File: config.mk
export PLATFORM = sky130hd
export DESIGN_NAME = button_debounce
export DESIGN_NICKNAME = d
export VERILOG_FILES = /design/src/rtl/button_debounce_pkg.sv /design/src/rtl/button_debounce_sync_2ff.sv /design/src/rtl/button_debounce.sv
export SDC_FILE = /design/constraint.sdc
export NUM_CORES = 1
export LEC_CHECK = 0
export CAP_MARGIN = 20
export CORE_AREA = 2 2 39 41
export DETAILED_ROUTE_END_ITERATION = 10
export DIE_AREA = 0 0 41 43
export GPL_TIMING_DRIVEN = 0
export HOLD_SLACK_MARGIN = 0.05
export PLACE_DENSITY = 0.7
export SYNTH_ARGS = -nofsm -noshare
export SYNTH_HDL_FRONTEND = slang
export SYNTH_SLANG_ARGS = --single-unit
File: constraint.sdc
create_clock -name clk -period 1.2 [get_ports clk]
set_input_delay 0.18 -clock clk [delete_from_list [all_inputs] [get_ports clk]]
set_output_delay 0.18 -clock clk [all_outputs]
set_load 0.05 [all_outputs]
File: src/rtl/button_debounce_pkg.sv
// -----------------------------------------------------------------------------
// button_debounce_pkg
//
// Purpose:
//   Shared definitions for the push-button conditioning stage:
//     - bd_state_e : 2-bit debounce FSM state encoding
//     - bd_clog2   : ceiling log2 helper used to size the counters
//
// Ports: none (package).
// -----------------------------------------------------------------------------
package button_debounce_pkg;

  // The encoding is fixed so the state is easy to recognise in waveforms
  // and in any checker bound to the FSM.
  typedef enum logic [1:0] {
    IDLE_LOW   = 2'd0,
    CHECK_HIGH = 2'd1,
    IDLE_HIGH  = 2'd2,
    CHECK_LOW  = 2'd3
  } bd_state_e;

  // Ceiling log2 with a floor of 1, so a counter built from it never
  // collapses to zero width when the counted range is tiny.
  function automatic int bd_clog2(input int value);
    int result;
    int v;
    result = 0;
    v      = value - 1;
    while (v > 0) begin
      result = result + 1;
      v      = v >>> 1;
    end
    if (result < 1) begin
      result = 1;
    end
    return result;
  endfunction

endpackage : button_debounce_pkg

File: src/rtl/button_debounce_sync_2ff.sv
// -----------------------------------------------------------------------------
// sync_2ff
//
// Purpose:
//   1-bit, two-flop synchroniser for an asynchronous level. The first flop
//   may go metastable; only the second flop's output is used downstream.
//   Both flops clear on a synchronous active-low reset.
//
// Ports:
//   clk_i   input  1  destination clock
//   rst_ni  input  1  synchronous, active-low reset
//   d_i     input  1  asynchronous level to be synchronised
//   q_o     output 1  synchronised level (two clk edges of latency)
// -----------------------------------------------------------------------------
module sync_2ff (
  input  logic clk_i,
  input  logic rst_ni,
  input  logic d_i,
  output logic q_o
);

  logic s0_q;
  logic s1_q;

  always_ff @(posedge clk_i) begin
    if (!rst_ni) begin
      s0_q <= 1'b0;
      s1_q <= 1'b0;
    end else begin
      s0_q <= d_i;
      s1_q <= s0_q;
    end
  end

  assign q_o = s1_q;

endmodule : sync_2ff

File: src/rtl/button_debounce.sv
// -----------------------------------------------------------------------------
// button_debounce
//
// Purpose:
//   Conditions a raw, bouncing push-button level for the downstream gate
//   blocks: synchronises it to clk, accepts a new level only after it has
//   been seen on STABLE_CYCLES+1 consecutive synchronised samples, and
//   produces one-cycle rise/fall pulses on each accepted change.
//
//   Optional feature (compile-time macro LONG_PRESS_EN):
//     When defined, a hold counter runs while the debounced level is high
//     and long_press pulses once, LONG_CYCLES edges after the rise. When
//     undefined, no hold logic exists and long_press is tied to 0.
//
// Parameters:
//   STABLE_CYCLES  (>=1) samples beyond the first needed to accept a level
//   LONG_CYCLES    (>=1) cycles high before long_press fires
//
// Ports:
//   clk         input  1  system clock, rising edge
//   rst_n       input  1  synchronous, active-low reset
//   A           input  1  raw asynchronous button level
//   Y           output 1  debounced level (registered)
//   rise        output 1  one-cycle pulse when Y goes 0->1 (registered)
//   fall        output 1  one-cycle pulse when Y goes 1->0 (registered)
//   long_press  output 1  one-cycle pulse after a sustained press
//
// Handshake: none. All outputs are plain registered levels/pulses valid
// every cycle; there is no valid/ready flow control on this block.
// -----------------------------------------------------------------------------
module button_debounce
  import button_debounce_pkg::*;
#(
  parameter int STABLE_CYCLES = 16,
  parameter int LONG_CYCLES   = 64
) (
  input  logic clk,
  input  logic rst_n,
  input  logic A,
  output logic Y,
  output logic rise,
  output logic fall,
  output logic long_press
);

  localparam int CW = bd_clog2(STABLE_CYCLES + 1);
  localparam int HW = bd_clog2(LONG_CYCLES + 1);

  localparam logic [CW-1:0] STABLE_C = CW'(STABLE_CYCLES);
  localparam logic [CW-1:0] CNT_ONE  = CW'(1);

  // ---------------------------------------------------------------------------
  // Input synchroniser: only s1 is allowed to reach the FSM.
  // ---------------------------------------------------------------------------
  logic s1;

  sync_2ff u_sync (
    .clk_i  (clk),
    .rst_ni (rst_n),
    .d_i    (A),
    .q_o    (s1)
  );

  // ---------------------------------------------------------------------------
  // Debounce FSM with registered outputs.
  // cnt_q counts consecutive samples at the candidate level; the first
  // sample moves into CHECK_* with cnt=1, so acceptance needs
  // STABLE_CYCLES+1 agreeing samples in total. Any disagreeing sample
  // drops back to the previous IDLE state with no partial credit, and
  // cnt_q is cleared on every exit so it can never pass STABLE_CYCLES.
  // ---------------------------------------------------------------------------
  bd_state_e     state_q;
  logic [CW-1:0] cnt_q;
  logic          y_q;
  logic          rise_q;
  logic          fall_q;

  always_ff @(posedge clk) begin
    if (!rst_n) begin
      state_q <= IDLE_LOW;
      cnt_q   <= '0;
      y_q     <= 1'b0;
      rise_q  <= 1'b0;
      fall_q  <= 1'b0;
    end else begin
      // Edge pulses last exactly one cycle unless re-asserted below.
      rise_q <= 1'b0;
      fall_q <= 1'b0;
      unique case (state_q)
        IDLE_LOW: begin
          if (s1) begin
            state_q <= CHECK_HIGH;
            cnt_q   <= CNT_ONE;
          end
        end
        CHECK_HIGH: begin
          if (!s1) begin
            state_q <= IDLE_LOW;
            cnt_q   <= '0;
          end else if (cnt_q == STABLE_C) begin
            state_q <= IDLE_HIGH;
            cnt_q   <= '0;
            y_q     <= 1'b1;
            rise_q  <= 1'b1;
          end else begin
            cnt_q <= cnt_q + CNT_ONE;
          end
        end
        IDLE_HIGH: begin
          if (!s1) begin
            state_q <= CHECK_LOW;
            cnt_q   <= CNT_ONE;
          end
        end
        CHECK_LOW: begin
          if (s1) begin
            state_q <= IDLE_HIGH;
            cnt_q   <= '0;
          end else if (cnt_q == STABLE_C) begin
            state_q <= IDLE_LOW;
            cnt_q   <= '0;
            y_q     <= 1'b0;
            fall_q  <= 1'b1;
          end else begin
            cnt_q <= cnt_q + CNT_ONE;
          end
        end
        default: begin
          state_q <= IDLE_LOW;
          cnt_q   <= '0;
        end
      endcase
    end
  end

  assign Y    = y_q;
  assign rise = rise_q;
  assign fall = fall_q;

  // ---------------------------------------------------------------------------
  // Long-press detection.
  // ---------------------------------------------------------------------------
`ifdef LONG_PRESS_EN
  localparam logic [HW-1:0] LONG_C     = HW'(LONG_CYCLES);
  localparam logic [HW-1:0] LONG_M1    = HW'(LONG_CYCLES - 1);
  localparam logic [HW-1:0] HOLD_ONE   = HW'(1);

  logic [HW-1:0] hold_cnt_q;
  logic [HW-1:0] hold_cnt_d;
  logic          long_q;
  logic          long_d;
  logic          stay_high;

  // The counter advances only on edges where the FSM is in IDLE_HIGH and
  // remains there; every other edge (including entry into IDLE_HIGH from
  // a check state) leaves it at 0, so an aborted release restarts the
  // hold time from scratch.
  assign stay_high = (state_q == IDLE_HIGH) && s1;

  always_comb begin
    hold_cnt_d = '0;
    long_d     = 1'b0;
    if (stay_high) begin
      if (hold_cnt_q == LONG_C) begin
        // Saturate: one pulse per press.
        hold_cnt_d = hold_cnt_q;
      end else begin
        hold_cnt_d = hold_cnt_q + HOLD_ONE;
        long_d     = (hold_cnt_q == LONG_M1);
      end
    end
  end

  always_ff @(posedge clk) begin
    if (!rst_n) begin
      hold_cnt_q <= '0;
      long_q     <= 1'b0;
    end else begin
      hold_cnt_q <= hold_cnt_d;
      long_q     <= long_d;
    end
  end

  assign long_press = long_q;
`else
  // Feature not built; keep the parameter referenced so the sizing stays
  // consistent between both builds.
  logic [HW-1:0] unused_long_cfg;
  assign unused_long_cfg = HW'(LONG_CYCLES);
  assign long_press      = 1'b0;
`endif

endmodule : button_debounce
==> impl_metrics.json, run 1 <==
{
  "status": "finished with violations",
  "violations": "setup timing",
  "startpoint_type": "flip-flop",
  "num_vias": 465,
  "wl_per_cell_um": 11.7,
  "cp.arrival_ns": 1.43,
  "design_area_um2": 708,
  "initial_core_util_pct": 40.6,
  "cts_buffer_depth": 2,
  "seq_area_frac_synth_pct": 42.8,
  "numCtsBuffers": 3,
  "numPlacedInstances": 83,
  "maxCapViolCount": 0,
  "cpLargestDelayFamily": "simple AND/OR/NAND/NOR gates",
  "grt_pass1_wl_mm": 1.62,
  "first_global_vias": 400,
  "drive_above_1_share_pct": 26.0,
  "final_cell_mix": "10 x dfxtp_1, 4 x nand2_1",
  "grt_antenna_before_repair": 0,
  "portBuffers": 5,
  "synth.avg_cell_area_um2": 9.06,
  "setup.worst_path.class": "flip-flop to flip-flop",
  "critPathMaxStageDelay_ns": 0.36,
  "yosys.area.top_type": "dfxtp_1",
  "gp_congestion": 0.720,
  "final-setup-viol-count": 2,
  "syn_nets": 67,
  "root_buffer": "clkbuf_4",
  "die_y_um": 43,
  "syn_inst": 62,
  "fmaxAchievable_ghz": 0.802,
  "cts_tree": "built",
  "yosys-top-cells-area": "dfxtp_1 43%, ha_1 4.5%, o21a_1 4.0%, and3_1 3.3%, nor2b_1 3.3%",
  "grt_util_all_layers_pct": 14.0,
  "antennaDiodeCount": 0,
  "routed_via_density": 5.22,
  "hold_path.class": "flip-flop to flip-flop",
  "ant_nets": 0,
  "clock_sinks": 12,
  "critPathRequiredTime_ns": 1.38,
  "yosys_warnings": 0,
  "mostFrequentLayoutCell": "dfxtp_1",
  "rows": 14,
  "multi_input_area_um2": 314,
  "wirelength_mm": 1.04,
  "grt_overflow_total": 0,
  "drv_slew": 0,
  "synth_top_area_share_pct": 42.8,
  "coreArea_um2": 1380,
  "fin_ws_ns": -0.0477,
  "ys_ff_latch": 12,
  "fp.dieArea_um2": 1760,
  "dr.first_iter.drc_count": 10,
  "synth_area_um2": 562,
  "worst_ir_drop_vdd_mv": 0.508,
  "place_area_um2": 637,
  "hold_viol_final": 0,
  "slowest_stage": "dfxtp_2",
  "final.min_clock_period_ns": 1.25,
  "insertion_delay_ns": 0.28,
  "final_cells": 89,
  "layout-area-overhead-vs-synth_pct": 26.1,
  "worstPathBufferInverterCount": 1,
  "grt_max_degree": 11,
  "final_nets": 79,
  "hpwl_um": 682,
  "htree_levels": 1,
  "rsz0062_at_grt": "true",
  "fin_crit_sh_pct": 104,
  "io_pins": 7,
  "powerDensity_nw_per_um2": 1120,
  "drcViolationCount": 0,
  "path_cells": "inv_2 -> ha_4 -> and4bb_2 -> and3_1 -> o21a_1",
  "skew_ns": 0.00729,
  "fp.dieW_um": 41,
  "fill_cells": 137,
  "power_leakage_uw": 0.000292,
  "cp_max_fo": 4,
  "finalPower_uw": 791,
  "path_clk_slew_ns": 0.08,
  "ys_types": 27,
  "worstSetupEndpointType": "flip-flop",
  "seqCellArea_um2": 243,
  "drt_pass1_iterations": 6
}
-- layout make-up --
cell class,instances,share of cell area (%)
plain buffers,3,2.47
clock buffers,4,5.12
inverters,4,2.12
multi-input cells,43,44.3
flip-flops and latches,12,34.3
well taps,16,2.83
repair buffers,7,8.83
-- state kept, by name, summed over array words and instances, names as in the netlist, named ones only --
name and cells:
fall 1, cnt_q 5, u_sync.s0_q 1, u_sync.q_o 1, rise 1, state_q 1, Y 1
-- synthesized netlist by cell type --
library cell and instances:
nand4bb_1 1, nor3b_1 1, xor2_1 2, ha_1 2, nand3_1 3, conb_1 1, o21a_1 3, buf_4 1
clkbuf_1 1, nand4_1 2, o21ai_0 1, and2_1 2, a21oi_1 2, and3_1 3, inv_1 4, o211ai_1 2
buf_2 1, o2111a_1 1, nor2_1 3, nor3_1 2, o22ai_1 2, dfxtp_1 12, nand2_1 4, nor2b_1 3
and4bb_2 1, xor2_2 1, nand2b_1 1
-- path summary, 6_finish.rpt --
| check | startpoint | endpoint | slack, ns | cells past startpoint |
|---|---|---|---|---|
| min reg2reg | u_sync.s0_q | u_sync.q_o | 0.44 | 1 |
| min | u_sync.s0_q | u_sync.q_o | 0.44 | 1 |
| max | cnt_q[0] | flip-flop | -0.05 | 5 |
| max reg2reg | cnt_q[0] | flip-flop | -0.05 | 5 |
-- layer usage --
metal / vias to the layer above / track usage [%] / wire length [um]
met4: 0 / 13.3 / 31
met5: - / 0 / 0
met2: 19 / 20.0 / 508
met1: 208 / 15.5 / 448
li1: 233 / - / -
met3: 5 / 3.66 / 48
-- worst register-to-register path, delay by kind of cell, from the launching register on --
family          cells  cell delay, ns
flops               1            0.36
simple gates        2            0.42
compound gates      1            0.16
buf+inv             1            0.06
fa+ha+maj           1            0.15
-- cell families after synthesis --
family                   after synthesis  synth area share [%]
AO/OA/AOI/OAI                         11                  13.6
XOR/XNOR                               3                  6.01
adder cells (fa/ha/maj)                2                  4.45
buffers and inverters                  7                  5.57
flip-flops                            12                  42.8
other                                  1                 0.668
AND/OR/NAND/NOR                       26                  26.9
-- repair_timing --
| item | in CTS | in global routing |
|---|---|---|
| setup buffers | 2 | 0 |
| resized for setup | 11 | 5 |
| endpoints found under the setup margin | 7 | 9 |
| pin swaps | 1 | 0 |
| hold buffers | 0 | 0 |
-- stage by stage --
step	hold WS (ns)	setup WS, ns	setup TNS (ns)	util [%]
2_1_floorplan	0.307	0.00181	0	-
3_3_place_gp	0.414	-0.251	-1.98	46.0
3_5_place_dp	0.421	-0.252	-1.96	46.0
4_1_cts	0.442	-0.0393	-0.0567	50.7
5_1_grt	0.451	-0.0855	-0.347	51.2
6_report	0.436	-0.0477	-0.0700	51.2
-- power by group --
group | switching, uW | internal [uW] | leakage [uW]
Clock | 147 | 185 | 0.0000210
Sequential | 5.03 | 404 | 0.0000982
Combinational | 27.5 | 22.7 | 0.000173
No activity file was read; power rests on OpenSTA's default activity.
==> inputs of run 2 (changes only) <==
--- a/config.mk
+++ b/config.mk
@@ -6,12 +6,14 @@
 export NUM_CORES = 1
 export LEC_CHECK = 0
 export CAP_MARGIN = 20
-export CORE_AREA = 2 2 39 41
+export CELL_PAD_IN_SITES_DETAIL_PLACEMENT = 1
+export CELL_PAD_IN_SITES_GLOBAL_PLACEMENT = 1
+export CORE_MARGIN = 2
+export CORE_UTILIZATION = 34
 export DETAILED_ROUTE_END_ITERATION = 10
-export DIE_AREA = 0 0 41 43
 export GPL_TIMING_DRIVEN = 0
-export HOLD_SLACK_MARGIN = 0.05
-export PLACE_DENSITY = 0.7
+export HOLD_SLACK_MARGIN = 0.03
+export PLACE_DENSITY = 0.73
 export SYNTH_ARGS = -nofsm -noshare
 export SYNTH_HDL_FRONTEND = slang
 export SYNTH_SLANG_ARGS = --single-unit
==> run 2 against run 1 <==
- worst setup slack gained 0.013 ns
- clock skew grew 0.0013 ns
- first-iteration DRC count shrank 10%
- critical path depth unchanged
- sequential power about the same
- final cell count unchanged
- die area is 13% higher
- combinational power is 17% higher
- register-to-register slack is essentially flat
- sequential cell count stayed put
- sequential share of layout area decreased by 0.77 points
- the run still ends with setup timing left
==> impl_metrics.json, run 2 (synthesis results as in run 1) <==
{
  "final_nets": 80,
  "regMostFlops": "cnt_q",
  "final.min_clock_period_ns": 1.23,
  "pre_cts_slack_ns": -0.285,
  "grt_antenna_before_repair": 0,
  "pwr-share-comb_pct": 8.2,
  "p_seq_share_pct": 57.5,
  "violations": "setup timing",
  "grt_overflow_total": 0,
  "critPathRequiredTime_ns": 1.38,
  "r2r_start": "cnt_q[0]",
  "layout-area-overhead-vs-synth_pct": 30.3,
  "wl_per_cell_um": 15.4,
  "gp_congestion": 0.754,
  "cts_buffer_depth": 2,
  "cp_max_fo": 4,
  "portBuffers": 5,
  "worst_ir_drop_vdd_mv": 0.468,
  "grt_max_degree": 11,
  "die_y_um": 44.7,
  "coreArea_um2": 1520,
  "cp.arrival_ns": 1.41,
  "maxCapViolCount": 0,
  "startpoint_type": "flip-flop",
  "rows": 14,
  "path_clk_slew_ns": 0.08,
  "root_buffer": "clkbuf_4",
  "drt_pass1_iterations": 3,
  "skew_ns": 0.00857,
  "drv_slew": 0,
  "place_area_um2": 637,
  "critPathMaxStageDelay_ns": 0.37,
  "cts_tree": "built",
  "hold_viol_final": 0,
  "numCtsBuffers": 3,
  "power_leakage_uw": 0.000288,
  "clock_sinks": 12,
  "rrSetupSlack_ns": -0.03,
  "wl_met2_um": 647,
  "dr.first_iter.drc_count": 9,
  "htree_levels": 1,
  "largest_reg_flops": 5,
  "ant_nets": 0,
  "drcViolationCount": 0,
  "hpwl_um": 866,
  "final_cell_mix": "10 x dfxtp_1, 4 x nand2_1, 4 x buf_4",
  "startpoint": "cnt_q[0]",
  "path_cells": "inv_4 -> ha_4 -> and4bb_2 -> and3_1 -> o21a_1",
  "wirelength_mm": 1.37,
  "fp.dieW_um": 44.7,
  "m1WireLength_um": 634,
  "status": "finished with violations",
  "hold_path.class": "flip-flop to flip-flop",
  "switching_share_pct": 23.4,
  "hp-start": "u_sync.s0_q",
  "io_pins": 7,
  "drive_above_1_share_pct": 31.5,
  "wl_met3_um": 66,
  "switching_power_uw": 166,
  "fmaxAchievable_ghz": 0.810,
  "grt_util_all_layers_pct": 16.4,
  "routed_via_density": 5.29,
  "fin_ws_ns": -0.0345,
  "hold_buffers": 0,
  "first_global_vias": 467,
  "grt_pass1_wl_mm": 2.26,
  "p_int_uw": 545,
  "setup.worst_path.class": "flip-flop to flip-flop",
  "fin_crit_sh_pct": 103,
  "mostFrequentLayoutCell": "dfxtp_1",
  "fp.dieArea_um2": 1990,
  "insertion_delay_ns": 0.27,
  "antennaDiodeCount": 0,
  "initial_core_util_pct": 36.9,
  "num_vias": 471,
  "powerDensity_nw_per_um2": 972,
  "worstSetupEndpointType": "flip-flop",
  "rsz0062_at_grt": "true",
  "clkPwrFrac_pct": 34.3,
  "slowest_stage": "dfxtp_4",
  "highest_layer": "met4",
  "final-setup-viol-count": 2,
  "design_area_um2": 732
}
==> run 2: worst paths after layout <==
kind	end	cells past startpoint
worst max-delay path	flip-flop	5
worst min-delay path	u_sync.q_o	1
worst max register to register	flip-flop	5
worst min register to register	u_sync.q_o	1
==> run 2: area by class of cell <==
type	count	area, um^2
Multi-Input combinational cell	43	339
Timing Repair Buffer	8	70.1
Inverter	4	17.5
Clock buffer	3	22.5
Sequential cell	12	245
Tap cell	16	20.0
Fill cell	181	792
Buffer	3	17.5
==> run 2: routing by layer <==
metal | vias to the layer above | GRT usage, %
li1 | 233 | -
met1 | 227 | 19.4
met2 | 9 | 24.6
met3 | 2 | 8.57
met4 | 0 | 7.27
met5 | - | 0
==> run 2: power groups by stage <==
| stage | Clock [uW] | Sequential, uW | Combinational (uW) |
|---|---|---|---|
| 2_1_floorplan | 0 | 417 | 28.5 |
| 3_3_place_gp | 0 | 418 | 42.7 |
| 3_5_place_dp | 0 | 419 | 43.5 |
| 4_1_cts | 253 | 410 | 55.9 |
| 5_1_grt | 287 | 410 | 64.1 |
| 6_report | 244 | 409 | 58.5 |
==> run 2: worst max-delay path: cells and delay by family, from the launching register on <==
| kind | cells | cell delay [ns] |
|---|---|---|
| buffers and inverters | 1 | 0.04 |
| adders and majority gates | 1 | 0.16 |
| AOI/OAI and AO/OA | 1 | 0.15 |
| and+or+nand+nor | 2 | 0.42 |
| DFF | 1 | 0.37 |
==> run 2: through the flow <==
stage	hold slack [ns]	total power, uW	setup TNS, ns	std cells	util [%]
6_report	0.440	712	-0.0497	89	48.0
5_1_grt	0.465	761	-0.255	89	48.0
3_5_place_dp	0.430	462	-2.38	83	41.8
4_1_cts	0.449	719	-0.0650	90	47.3
2_1_floorplan	0.307	446	0	62	-
3_3_place_gp	0.414	460	-2.20	83	41.8
==> run 2: repair_timing <==
item	in CTS	in global routing
resized for setup	15	6
setup endpoints to repair	11	8
pin swaps	2	2
buffers inserted	4	0
==> inputs of run 3 (changes only) <==
--- a/config.mk
+++ b/config.mk
@@ -14,6 +14,7 @@
 export GPL_TIMING_DRIVEN = 0
 export HOLD_SLACK_MARGIN = 0.03
 export PLACE_DENSITY = 0.73
+export RECOVER_POWER = 25
 export SYNTH_ARGS = -nofsm -noshare
 export SYNTH_HDL_FRONTEND = slang
 export SYNTH_SLANG_ARGS = --single-unit
==> run 3 against run 2 <==
- the flow still finishes with violations (setup timing)
- critical path type unchanged
- register-to-register slack barely moved
- largest power group unchanged
- final cell count unchanged
- sequential cell count is the same
- worst setup slack unchanged
- worst hold slack stayed put
- sequential power is essentially flat
- total power about the same
==> impl_metrics.json, run 3 (synthesis results as in run 1) <==
{
  "skew_ns": 0.00857,
  "switching_share_pct": 23.4,
  "path_cells": "inv_4 -> ha_4 -> and4bb_2 -> and3_1 -> o21a_1",
  "rows": 14,
  "switching_power_uw": 166,
  "grt_max_degree": 11,
  "root_buffer": "clkbuf_4",
  "die_y_um": 44.7,
  "p_seq_share_pct": 57.6,
  "maxCapViolCount": 0,
  "worst_ir_drop_vdd_mv": 0.468,
  "startpoint_type": "flip-flop",
  "layout-area-overhead-vs-synth_pct": 30.3,
  "initial_core_util_pct": 36.9,
  "wl_per_cell_um": 15.4,
  "grt_antenna_before_repair": 0,
  "grt_util_all_layers_pct": 16.4,
  "coreArea_um2": 1520,
  "htree_levels": 1,
  "grt_overflow_total": 0,
  "routed_via_density": 5.29,
  "fmaxAchievable_ghz": 0.810,
  "largest_reg_flops": 5,
  "dr.first_iter.drc_count": 9,
  "status": "finished with violations",
  "final_nets": 80,
  "drcViolationCount": 0,
  "final-setup-viol-count": 2,
  "regMostFlops": "cnt_q",
  "antennaDiodeCount": 0,
  "timing.hold.ws_ns": 0.440,
  "drive_above_1_share_pct": 31.5,
  "clkPwrFrac_pct": 34.3,
  "clock_sinks": 12,
  "critPathRequiredTime_ns": 1.38,
  "numCtsBuffers": 3,
  "cts_tree": "built",
  "gp_congestion": 0.754,
  "hpwl_um": 866,
  "portBuffers": 5,
  "fin_ws_ns": -0.0345,
  "final.min_clock_period_ns": 1.23,
  "utilization_pct": 48.0,
  "fin_crit_sh_pct": 103,
  "critPathMaxStageDelay_ns": 0.37,
  "cts_buffer_depth": 2,
  "worstSetupEndpointType": "flip-flop",
  "grt_pass1_wl_mm": 2.26,
  "mostFrequentLayoutCell": "dfxtp_1",
  "violations": "setup timing",
  "cp.arrival_ns": 1.41,
  "rsz0062_at_grt": "true",
  "first_global_vias": 467,
  "hold_path.class": "flip-flop to flip-flop",
  "powerDensity_nw_per_um2": 971,
  "path_clk_slew_ns": 0.08,
  "drv_slew": 0,
  "final_cell_mix": "10 x dfxtp_1, 4 x nand2_1, 4 x buf_4",
  "num_vias": 471,
  "cp_max_fo": 4,
  "power_leakage_uw": 0.000289,
  "hold_viol_final": 0,
  "wirelength_mm": 1.37,
  "io_pins": 7,
  "setup.worst_path.class": "flip-flop to flip-flop",
  "insertion_delay_ns": 0.27,
  "fp.dieW_um": 44.7,
  "multi_input_area_um2": 339,
  "slowest_stage": "dfxtp_4",
  "seqCellArea_um2": 245,
  "drt_pass1_iterations": 3,
  "pwr-share-comb_pct": 8.1,
  "fill_cells": 181,
  "fp.dieArea_um2": 1990,
  "p_int_uw": 545,
  "ant_nets": 0
}
[run 3: changes by cell type in the layout (fill, tap and decap cells not counted), sizes merged]
cell	change
clkdlybuf4s50	-1
dlygate4sd3	+1
[run 3: final timing paths]
path                            slack [ns]   startpoint         end  cells past startpoint
worst max-delay path                 -0.03     cnt_q[0]   flip-flop                      5
worst max register to register       -0.03     cnt_q[0]   flip-flop                      5
worst min register to register        0.44  u_sync.s0_q  u_sync.q_o                      1
worst min-delay path                  0.44  u_sync.s0_q  u_sync.q_o                      1
[run 3: through the flow]
step	TNS, ns	worst slack, ns	instance area (um^2)	std cells	power, uW
after CTS	-0.0650	-0.0374	721	90	719
after floorplan	0	0.00181	567	62	446
final	-0.0497	-0.0345	732	89	711
after global routing	-0.275	-0.0828	732	89	760
after global placement	-2.20	-0.271	637	83	460
after detailed placement	-2.38	-0.285	637	83	462
[run 3: timing repair]
action,CTS,global route
gates resized for setup,15,6
hold buffers,0,0
buffers inserted,4,0
pin swaps,2,2
setup endpoints to repair,11,8
[run 3: final cells by class]
class / count / area share, %
multi-input cells: 43 / 46.3
flip-flops and latches: 12 / 33.5
repair buffers: 8 / 9.57
clock buffers: 3 / 3.08
well taps: 16 / 2.74
plain buffers: 3 / 2.39
inverters: 4 / 2.39
[run 3: layer usage]
layer	GRT usage, %	routed length (um)	vias to the layer above
li1	-	-	233
met1	19.4	634	227
met2	24.6	647	9
met3	8.57	65	2
met4	7.27	19	0
met5	0	0	-
[run 3: critical path: cells and delay by family (launching register included)]
| family | cells | cell delay [ns] |
|---|---|---|
| AOI/OAI and AO/OA | 1 | 0.15 |
| adders and majority gates | 1 | 0.16 |
| buffers and inverters | 1 | 0.04 |
| DFF | 1 | 0.37 |
| and+or+nand+nor | 2 | 0.42 |
[run 3: power groups by stage]
stage          Sequential, uW  Combinational [uW]  Clock (uW)
2_1_floorplan             417                28.5           0
3_3_place_gp              418                42.7           0
3_5_place_dp              419                43.5           0
4_1_cts                   410                55.9         253
5_1_grt                   410                63.4         287
6_report                  409                57.8         244
